<file path="config.mk">
export PLATFORM = sky130hd
export DESIGN_NAME = store_drain_buffer
export DESIGN_NICKNAME = d
export VERILOG_FILES = /design/src/rtl/store_buf_pkg.sv /design/src/rtl/sb_fwd_match.sv /design/src/rtl/store_drain_buffer.sv
export SDC_FILE = /design/constraint.sdc
export NUM_CORES = 1
export LEC_CHECK = 0
export BUFFER_PORTS_ARGS = -buffer_cell sky130_fd_sc_hd__buf_4
export CAP_MARGIN = 20
export CORE_MARGIN = 2
export CORE_UTILIZATION = 60
export CTS_CLUSTER_SIZE = 10
export DETAILED_ROUTE_END_ITERATION = 12
export PLACE_DENSITY = 0.81
export SLEW_MARGIN = 25
export SYNTH_ARGS = -nofsm -noshare
export SYNTH_HDL_FRONTEND = slang
export SYNTH_HIERARCHICAL = 1
export SYNTH_SLANG_ARGS = --single-unit
export TNS_END_PERCENT = 10
</file>
<file path="constraint.sdc">
create_clock -name clk -period 8.8 [get_ports clk]
set_clock_uncertainty 0.05 [all_clocks]
set_input_delay 1.76 -clock clk [delete_from_list [all_inputs] [get_ports clk]]
set_output_delay 1.76 -clock clk [all_outputs]
set_load 0.03 [all_outputs]
</file>
<file path="src/rtl/store_buf_pkg.sv">
// Shared types for the store drain buffer: FSM state encoding and the
// buffered-store entry. SB_AW/SB_DW are the storage widths of one entry;
// the buffer's AW/DW parameters must not exceed them.
package store_buf_pkg;

   localparam int unsigned SB_AW = 32;
   localparam int unsigned SB_DW = 32;

   typedef enum logic [1:0] {
      SB_IDLE     = 2'd0,
      SB_ACTIVE   = 2'd1,
      SB_FLUSHING = 2'd2
   } sb_state_e;

   typedef struct packed {
      logic [SB_AW-1:0] addr;
      logic [SB_DW-1:0] data;
   } sb_entry_t;

endpackage

</file>
<file path="src/rtl/sb_fwd_match.sv">
// Youngest-match store-to-load forwarding search.
// Ports: tag (word address being looked up), ent_tag/ent_data/ent_valid
// (buffer contents by slot), wr_ptr (next write slot, so wr_ptr-1 is the
// youngest), fwd_hit/fwd_data (combinational match result).
module sb_fwd_match #(
   parameter int unsigned DEPTH = 4,
   parameter int unsigned AW    = 32,
   parameter int unsigned DW    = 32,
   parameter int unsigned PW    = $clog2(DEPTH)
) (
   input  logic [AW-3:0]    tag,
   input  logic [AW-3:0]    ent_tag  [DEPTH],
   input  logic [DW-1:0]    ent_data [DEPTH],
   input  logic [DEPTH-1:0] ent_valid,
   input  logic [PW-1:0]    wr_ptr,
   output logic             fwd_hit,
   output logic [DW-1:0]    fwd_data
);

   logic [PW-1:0] idx;

   // Walk slots oldest to youngest so the last match written wins.
   always_comb begin
      fwd_hit  = 1'b0;
      fwd_data = '0;
      idx      = '0;
      for (int k = DEPTH; k >= 1; k--) begin
         idx = wr_ptr - PW'(k);
         if (ent_valid[idx] && (ent_tag[idx] == tag)) begin
            fwd_hit  = 1'b1;
            fwd_data = ent_data[idx];
         end
      end
   end

endmodule

</file>
<file path="src/rtl/store_drain_buffer.sv">
// Store drain buffer: queues processor stores and drains them in order to
// backing memory, forwarding the youngest matching store to loads.
// Ports: clk/reset (sync, active-low); memwrite/dataadr/writedata store
// input, stall back-pressure; fwd_hit/fwd_data forwarding result;
// mem_valid/mem_ready/mem_addr/mem_wdata drain handshake; flush/flush_done
// drain-all request and completion pulse; count occupancy.
module store_drain_buffer
   import store_buf_pkg::*;
#(
   parameter int unsigned DEPTH = 4,
   parameter int unsigned AW    = 32,
   parameter int unsigned DW    = 32
) (
   input  logic                       clk,
   input  logic                       reset,
   input  logic                       memwrite,
   input  logic [AW-1:0]              dataadr,
   input  logic [DW-1:0]              writedata,
   output logic                       stall,
   output logic                       fwd_hit,
   output logic [DW-1:0]              fwd_data,
   output logic                       mem_valid,
   input  logic                       mem_ready,
   output logic [AW-1:0]              mem_addr,
   output logic [DW-1:0]              mem_wdata,
   input  logic                       flush,
   output logic                       flush_done,
   output logic [$clog2(DEPTH):0]     count
);

   localparam int unsigned PW = $clog2(DEPTH);
   localparam int unsigned CW = PW + 1;

   sb_entry_t        ent_q [DEPTH];
   logic [DEPTH-1:0] valid_q;
   logic [PW-1:0]    wr_ptr_q;
   logic [PW-1:0]    rd_ptr_q;
   logic [CW-1:0]    count_q;
   sb_state_e        state_q;
   logic             flush_done_q;

   logic             push;
   logic             pop;
   logic [CW-1:0]    count_nxt;
   logic [AW-3:0]    ent_tag  [DEPTH];
   logic [DW-1:0]    ent_data [DEPTH];

   // Back-pressure depends only on registered state, never on mem_ready.
   assign stall      = (state_q == SB_FLUSHING) || (count_q == CW'(DEPTH));
   assign mem_valid  = (count_q != '0);
   assign push       = memwrite && !stall;
   assign pop        = mem_valid && mem_ready;
   assign count_nxt  = count_q + CW'(push) - CW'(pop);

   assign mem_addr   = ent_q[rd_ptr_q].addr[AW-1:0];
   assign mem_wdata  = ent_q[rd_ptr_q].data[DW-1:0];
   assign count      = count_q;
   assign flush_done = flush_done_q;

   for (genvar i = 0; i < DEPTH; i++) begin : g_ent
      assign ent_tag[i]  = ent_q[i].addr[AW-1:2];
      assign ent_data[i] = ent_q[i].data[DW-1:0];
   end

   // Pointers, occupancy, entry storage and FSM.
   always_ff @(posedge clk) begin
      if (!reset) begin
         state_q      <= SB_IDLE;
         wr_ptr_q     <= '0;
         rd_ptr_q     <= '0;
         count_q      <= '0;
         valid_q      <= '0;
         flush_done_q <= 1'b0;
      end else begin
         flush_done_q <= 1'b0;
         count_q      <= count_nxt;
         if (pop) begin
            valid_q[rd_ptr_q] <= 1'b0;
            rd_ptr_q          <= rd_ptr_q + PW'(1);
         end
         if (push) begin
            ent_q[wr_ptr_q]   <= '{addr: SB_AW'(dataadr), data: SB_DW'(writedata)};
            valid_q[wr_ptr_q] <= 1'b1;
            wr_ptr_q          <= wr_ptr_q + PW'(1);
         end
         unique case (state_q)
            SB_IDLE, SB_ACTIVE: begin
               if (flush) begin
                  // An empty buffer completes the flush immediately.
                  if (count_nxt == '0) begin
                     state_q      <= SB_IDLE;
                     flush_done_q <= 1'b1;
                  end else begin
                     state_q      <= SB_FLUSHING;
                  end
               end else if (count_nxt == '0) begin
                  state_q <= SB_IDLE;
               end else begin
                  state_q <= SB_ACTIVE;
               end
            end
            SB_FLUSHING: begin
               if (count_nxt == '0) begin
                  state_q      <= SB_IDLE;
                  flush_done_q <= 1'b1;
               end
            end
            default: state_q <= SB_IDLE;
         endcase
      end
   end

   sb_fwd_match #(
      .DEPTH (DEPTH),
      .AW    (AW),
      .DW    (DW)
   ) u_fwd (
      .tag       (dataadr[AW-1:2]),
      .ent_tag   (ent_tag),
      .ent_data  (ent_data),
      .ent_valid (valid_q),
      .wr_ptr    (wr_ptr_q),
      .fwd_hit   (fwd_hit),
      .fwd_data  (fwd_data)
   );

endmodule

</file>
# After elaboration in Yosys (flattened, before gate mapping)
# Memories as Yosys holds them, arrays and structs flattened. A register that Yosys moved wholly into a read port is not among the register bits.
# Index checks and enable logic that the tools add are counted.
dict set report totals {
  ff_bits 14
  ramBits 256
  mem_count 1
  inputBits 69
}
# memory depth word_bits read_ports rd_ports_with_merged_regs wr line
set mem_list {}
lappend mem_list {ent_q 4 64 5 1 1 store_drain_buffer.sv:34} ;# sb_entry_t ent_q [DEPTH];
dict set report op_classes {
  add_sub_neg 7
  n_reduce_logical 14
  n_bitwise 7
  eq_ne 8
  magnitude_cmp 11
  muxes 60
}
# operator n
set ops {}
lappend ops {{32-bit 2-to-1 mux} 12}
lappend ops {{32-bit binary-select mux with 2-bit select} 4}
lappend ops {{30-bit binary-select mux with 2-bit select} 4}
lappend ops {{30-bit 2-to-1 mux} 8}
lappend ops {{30-bit equality test} 4}
lappend ops {{1-bit 2-to-1 mux} 16}
lappend ops {{2-bit by 3-bit less-than comparator with 1-bit output (second input constant)} 5}
lappend ops {{3-bit >= comparator (second input constant)} 4}
lappend ops {{4-bit 2-to-1 mux} 3}
lappend ops {{2-bit NOT with 3-bit output} 4}
lappend ops {{2-bit 2-to-1 mux} 5}
lappend ops {{1-bit binary-select mux with 2-bit select} 4}
lappend ops {{1-bit logical AND} 8}
lappend ops {{2-bit by 1-bit adder with 2-bit output (second input constant)} 2}
lappend ops {{4-bit AND} 1}
lappend ops {{1-bit demux with 2-bit select} 2}
lappend ops {{2-bit by 1-bit >= comparator with 1-bit output (second input constant)} 2}
lappend ops {{4-bit NOT} 1}
lappend ops {{4-bit OR} 1}
lappend ops {{2-bit case mux with 2 select lines} 1}
lappend ops {{2-bit subtractor (second input constant)} 2}
lappend ops {{3-bit by 1-bit adder with 3-bit output} 1}
lappend ops {{3-bit equality test (second input constant)} 1}
lappend ops {{3-bit zero test} 1}
lappend ops {{11 further kinds} 11}

# Logic depth before layout (Yosys ltp)
# Gate-level depths: netlist of the first run.
dict set report logic_depth {
  word_depth 10
  ltp_mapped 17
  mapped_depth_nobuf 10
}

# By module
# Netlist of the first run, hierarchy kept.
# mod n_inst cells_each area_per_inst_um2
set by_module_without_submodules {}
lappend by_module_without_submodules {store_drain_buffer 1 413 10068.4}
lappend by_module_without_submodules {sb_fwd_match 1 1020 7867.5}

# Least setup slack after synthesis of the first run
# No wires, ideal clock.
dict set report synth_path {
  path_kind {input to output}
  from {input dataadr[29]}
  to {output fwd_data[0]}
  required_ns 6.990
  n_path_buf 4
  arrival_time_ns 4.593
  slack_ns 2.397
  stages 13
  path_cell_list {clkbuf_1 > xnor2_1 > nand3_1 > a2111oi_0 > a22oi_1 > nor3_1 > and2_1 > buf_2 > buf_4 > buf_2 > nor3b_1 > a2111o_1 > a31oi_1}
}
dict set report synth_via {
  elab_chain_cells 6
  word_cells_on_any_way 12
  classes_between {eq/ne (4); mux (4); reduce/logical (4)}
}
# item line
set synth_rtl {}
lappend synth_rtl {{start, declared} store_drain_buffer.sv:17} ;# input logic [AW-1:0] dataadr,
lappend synth_rtl {{30-bit equality test} sb_fwd_match.sv:29} ;# if (ent_valid[idx] && (ent_tag[idx] == tag)) begin
lappend synth_rtl {{1-bit logical AND} sb_fwd_match.sv:29}
lappend synth_rtl {{32-bit 2-to-1 mux (3 in a row)} sb_fwd_match.sv:29}
lappend synth_rtl {{32-bit 2-to-1 mux (*)} sb_fwd_match.sv:29}
lappend synth_rtl {{end, declared} store_drain_buffer.sv:21} ;# output logic [DW-1:0] fwd_data,
# Mark *: on every way between the ends. The rest lies on a longest branch, timed or not.

# Worst setup path after layout of the first run
dict set report layout_path {
  from {register wr_ptr_q[0]}
  to {output fwd_data[20]}
}
dict set report layout_via {
  elab_chain_cells 10
  word_cells_on_any_way 51
  classes_between {add/sub (3); eq/ne (4); mux (36); bitwise (4); reduce/logical (4)}
}
# item line
set layout_rtl {}
lappend layout_rtl {{start, declared} store_drain_buffer.sv:36} ;# logic [PW-1:0] wr_ptr_q;
lappend layout_rtl {{start signal, assigned} store_drain_buffer.sv:84} ;# wr_ptr_q <= wr_ptr_q + PW'(1);
lappend layout_rtl {{2-bit subtractor / 2-bit NOT with 3-bit output (equally long branches)} {sb_fwd_match.sv:28, sb_fwd_match.sv:29, sb_fwd_match.sv:31}}
lappend layout_rtl {{2-bit NOT with 3-bit output (implied by the code) / 30-bit binary-select mux with 2-bit select (equally long branches)} {sb_fwd_match.sv:29, sb_fwd_match.sv:31}}
lappend layout_rtl {{30-bit binary-select mux with 2-bit select / 30-bit 2-to-1 mux (equally long branches)} sb_fwd_match.sv:29}
lappend layout_rtl {{30-bit 2-to-1 mux (implied by the code)} sb_fwd_match.sv:29}
lappend layout_rtl {{30-bit 2-to-1 mux (implied by the code) / 30-bit equality test (equally long branches)} sb_fwd_match.sv:29}
lappend layout_rtl {{30-bit equality test / 1-bit logical AND (equally long branches)} sb_fwd_match.sv:29}
lappend layout_rtl {{1-bit logical AND / 32-bit 2-to-1 mux (equally long branches)} sb_fwd_match.sv:29}
lappend layout_rtl {{32-bit 2-to-1 mux (2 in a row)} sb_fwd_match.sv:29}
lappend layout_rtl {{32-bit 2-to-1 mux (*)} sb_fwd_match.sv:29}
# Mark *: on every way between the ends. The rest lies on a longest branch, timed or not. The select of a mux whose other input is x is not followed.

==> results of run 1 <==
[kinds of logic (layout without fill, tap and decap cells)]
family          count (synthesis)  after routing  share of synthesized area (%)
xor+xnor                      103            103                           5.11
flops                         272            272                           44.6
mux                           362            362                           27.1
buf+inv                       149            273                           4.37
fa+ha+maj                      11             11                          0.809
simple gates                  319            319                           9.12
compound gates                217            217                           8.87
[layout make-up]
class                           instances  share of cell area [%]
Inverter                               19                   0.365
Multi-Input combinational cell       1012                    45.4
Clock inverter                          1                  0.0991
Sequential cell                       272                    39.7
Timing Repair Buffer                  196                    7.52
Clock buffer                           57                    4.47
Tap cell                              390                    2.41
[routing by layer]
metal  vias up  part of all wire [%]  track usage [%]
li1       5838                     -                -
met1      6633                    41             44.6
met2       709                    47             48.3
met3       104                   9.1             5.43
met4         2                   2.8             8.85
met5         -                 0.022                0
[worst max-delay path by stage]
stage / start / end / slack (ns) / cells past startpoint
floorplan: dataadr[29] / fwd_data[0] / 2.40 / 13
global placement: dataadr[29] / fwd_data[26] / 1.68 / 14
detailed placement: dataadr[29] / fwd_data[20] / 1.64 / 14
CTS: wr_ptr_q[0] / fwd_data[20] / 1.20 / 14
global route: wr_ptr_q[0] / fwd_data[20] / 0.86 / 14
finish: wr_ptr_q[0] / fwd_data[20] / 1.05 / 14
[through the flow]
stage          hold WS, ns  instance area (um^2)
5_1_grt              0.451                 20200
3_5_place_dp         0.412                 19300
2_1_floorplan        0.379                 17900
3_3_place_gp         0.393                 19200
4_1_cts              0.425                 20200
6_report             0.423                 20200
[registers in the layout, summed over array words and instances (netlist names), named ones only]
signal and flops:
state_q 2, ent_q 256, rd_ptr_q 2, valid_q 4, count 3, flush_done 1
wr_ptr_q 2
[critical path: cells and delay by family, from the launching register on]
family	cells	cell delay, ns
xor+xnor	1	0.18
compound gates	4	1.05
simple gates	3	0.92
buf+inv	5	1.75
flops	1	0.81
mux	1	0.57
[Yosys cell counts (18+ instances only)]
cell type,n,area share (%)
nand4_1,29,1.0
buf_2,39,1.1
nor2_1,38,0.80
mux4_2,95,12
mux2_2,20,1.3
mux2i_1,244,14
nand2_1,125,2.6
xor2_1,20,0.98
nand3_1,26,0.73
inv_1,18,0.38
a21oi_1,29,0.81
clkbuf_1,51,1.1
o21ai_0,36,1.0
o31a_1,18,0.88
a211oi_1,21,0.88
and3_1,30,1.0
xnor2_1,82,4.0
edfxtp_1,256,43
[power by group through the flow]
stage / clock (W) / combinational [W] / sequential (W)
2_1_floorplan: 0 / 0.00173 / 0.00163
3_5_place_dp: 0 / 0.00219 / 0.00174
6_report: 0.00119 / 0.00224 / 0.00171
3_3_place_gp: 0 / 0.00217 / 0.00173
5_1_grt: 0.00126 / 0.00236 / 0.00174
4_1_cts: 0.00120 / 0.00221 / 0.00172
==> results.ini, run 1 <==
[yosys]
netlist_instances=1433
synth_ff_type=edfxtp_1
synth-edff-count=256
yosysSeqAreaShare_pct=44.6
ys_warn_count=6
async_flop_share_pct=0
synth_cell_types=76
synth_seq_cells=272
synth_fp_nets=1513
synth_area_mm2=0.0179
avgSynthCellArea_um2=12.5

[worst_setup_path]
cp_slowest_stage_delay_ns=0.81
path_cells=buf_4 -> mux4_2 -> xor2_1 -> nor4_1 -> nand2_1 -> a2111oi_4 -> buf_4 -> and2_2 -> buf_4 -> o21bai_2 -> buf_4 -> a2111o_1 -> a31oi_1 -> buf_4
worst-path-max-fanout=54
r2r-start=wr_ptr_q[1]
cp_common_cell=buf_4
arrival_ns=5.94
reg2reg_depth=4
critPathKind=flop to output pin
regToRegSetupSlack_ns=5.35
cp-end-kind=output pin
r2r-end=ent_q[3][57]
required_ns=6.99
critPathSlowestCell=dfxtp_4
critPathLaunchType=flop

[grt]
antenna_found_initial=1
grt_pass1_vias=12800
grt_usage_pct=30.9
grt_max_degree=88
overflow=0
grt_pass1_wl_um=74400

[clock_network]
cts_buffers=31
ctsRootBufferMaster=clkbuf_16
holdBufCountCts=0
cts.sinks=272
cts_resized=0
clk_pin_slew_worst_paths_ns=0.06
insertion_delay_ns=0.57
post_cts_buffers=0
clock_path_buffers=3
cts_tree=done
htree_levels=1

[floorplanning]
start_util_pct=60.7
core_mm2=0.0296
pin_count=172
design.die.area_mm2=0.0313
die_h_um=177
row_count=63
die_w_um=177

[drt]
vias=13300
wl_per_cell_um=25.2
ant_nets=0
drt_wl_total_um=49000
drtIter0Drc=1844
vias_per_cell=6.82
drc=0
dr.pass1.iters=6

[sta]
report.final.slew_viol_count=0
hold_viol=0
fin_ws_ns=1.05
tns_ns=0
worst_slew_margin_rel_pct=32.0
rsz0062_at_grt=false
fmax_ghz=0.129
finalCritPeriodShare_pct=88.1
setup_viol=0
worst_pin_slew_ns=1.02
min_period_ns=7.75

[final_layout]
nets=1612
final_cells=1947
syn2layout_area_growth_pct=12.7
mostFrequentLayoutCell=edfxtp_1
final_cell_mix=edfxtp_1, mux2i_1, buf_4
multi_input_area_mm2=0.00918
post-route-util_pct=68.4
regArea_mm2=0.00802
layout-drive-gt1-share_pct=23.9
antenna_cells=0
fillCellCount=2147

[placement]
place_inst=1889
io_buffers=171
post-place-ws_ns=1.64
hpwl_um=31900
gp_congestion=1.01

[min_path]
hold_end=state_q[0]
hold_depth=1
min_from=state_q[1]
hold_class=flop to flop

[pwr]
total_power_w=0.00514
p_sw_w=0.00196
combPwrFrac_pct=43.5
power_density_mw_per_mm2=254
seqPwrFrac_pct=33.4
switching_share_pct=38.2
ir_drop_v=0.000282
clockPowerShare_pct=23.1
leakage_nw=6.71
intPower_w=0.00318

[run]
cap_violations=0

[run_status]
status=completed

Power figures use the tool's default switching activity.
==> run 2, diff against run 1 <==
CORE_ASPECT_RATIO = 1.5   (was not set)
==> run 2 against run 1 <==
Net effect:
- via count fell by 1.6%
- cell count fell by 0.36%
- largest cell class unchanged
- utilization fell by 0.11 points
- first-iteration DRC count fell by 33%
- critical endpoint is now fwd_data[21]
- routed wire length fell by 0.54%
- clock power fell by 4%
- critical path type unchanged
- final area fell by 0.43%
==> results.ini, run 2 (synthesis gave the netlist of run 1 again) <==
[grt]
grt_max_degree=69
grt_usage_pct=30.4
grt_pass1_vias=12900
antenna_found_initial=0
overflow=0
grt_pass1_wl_um=74300

[placement]
post-place-ws_ns=1.64
gp_congestion=1.02
io_buffers=171
hpwl_um=33100

[pwr]
power_density_mw_per_mm2=252
leakage_nw=6.68
ir_drop_v=0.000300

[drt]
drtIter0Drc=1235
ant_nets=0
dr.pass1.iters=7
vias_per_cell=6.74
wl_per_cell_um=25.1
drc=0
drt_wl_total_um=48700
vias=13100

[clock_network]
clk_pin_slew_worst_paths_ns=0.06
cts.sinks=272
holdBufCountCts=0
cts_resized=0
clock_path_buffers=3
htree_levels=1
cts_buffers=31
insertion_delay_ns=0.56
cts_tree=done
ctsRootBufferMaster=clkbuf_16
post_cts_buffers=0

[worst_setup_path]
critPathLaunchType=flop
cp_common_cell=buf_4
worst-path-max-fanout=49
cp_slowest_stage_delay_ns=0.62
regToRegSetupSlack_ns=5.52
cp-end-kind=output pin
worst-path-buf-inv=7
critPathSlowestCell=dfxtp_4
required_ns=6.99
arrival_ns=5.76
critPathKind=flop to output pin
path_cells=buf_12 -> buf_4 -> buf_4 -> mux2i_1 -> xnor2_1 -> nor4_1 -> mux2i_1 -> nor3_2 -> buf_4 -> and2_2 -> buf_4 -> o21bai_2 -> buf_4 -> a2111o_1 -> a31oi_1 -> buf_4
path_delay_family=buffers and inverters

[floorplanning]
die_h_um=216
die_w_um=145
pin_count=172
core_mm2=0.0295
start_util_pct=60.8
design.die.area_mm2=0.0313
row_count=77

[final_layout]
mostFrequentLayoutCell=edfxtp_1
largest_register_ffs=256
top_register=ent_q
final_cell_mix=edfxtp_1, mux2i_1, buf_4
layout-drive-gt1-share_pct=24.1
syn2layout_area_growth_pct=12.2
multi_input_area_mm2=0.00918
post-route-util_pct=68.3
nets=1612
fillCellCount=2167
regArea_mm2=0.00802
antenna_cells=0

[sta]
report.final.slew_viol_count=0
hold_viol=0
worst_pin_slew_ns=1.06
min_period_ns=7.57
rsz0062_at_grt=false
finalCritPeriodShare_pct=86.0
setup_viol=0
fmax_ghz=0.132
tns_ns=0
fin_ws_ns=1.23
worst_slew_margin_rel_pct=29.6

[run]
cap_violations=0

[min_path]
hold_class=flop to flop

[run_status]
status=completed

[run 2: worst paths after layout]
path,depth (start not counted),to,startpoint
min,1,state_q[0],state_q[1]
max reg2reg,4,ent_q[1][20],wr_ptr_q[0]
min reg2reg,1,state_q[0],state_q[1]
max,16,fwd_data[21],wr_ptr_q[1]
[run 2: through the flow]
step / instances / cell area (um^2) / total power [W] / hold WS [ns]
final: 1940 / 20100 / 0.00508 / 0.445
after global routing: 1940 / 20100 / 0.00529 / 0.455
after CTS: 1939 / 20100 / 0.00509 / 0.452
after detailed placement: 1893 / 19200 / 0.00394 / 0.416
after global placement: 1893 / 19200 / 0.00390 / 0.393
after floorplan: 1433 / 17900 / 0.00336 / 0.379
[run 2: area by class of cell]
cell class              instances  share of cell area [%]
repair buffers                196                    7.37
flip-flops and latches        272                    39.9
clock buffers                  43                    4.08
multi-input cells            1012                    45.6
inverters                      19                   0.367
well taps                     395                    2.46
clock inverters                 3                   0.218
[run 2: power breakdown]
group          switching, W  internal (W)
Clock              0.000478      0.000665
Combinational       0.00127      0.000949
Sequential         0.000178       0.00154
[run 2: layer usage]
layer	GRT usage, %	part of all wire (%)
met1	37.8	38
met2	52.9	51
met3	3.19	6.1
met4	15.6	5.3
met5	0	0
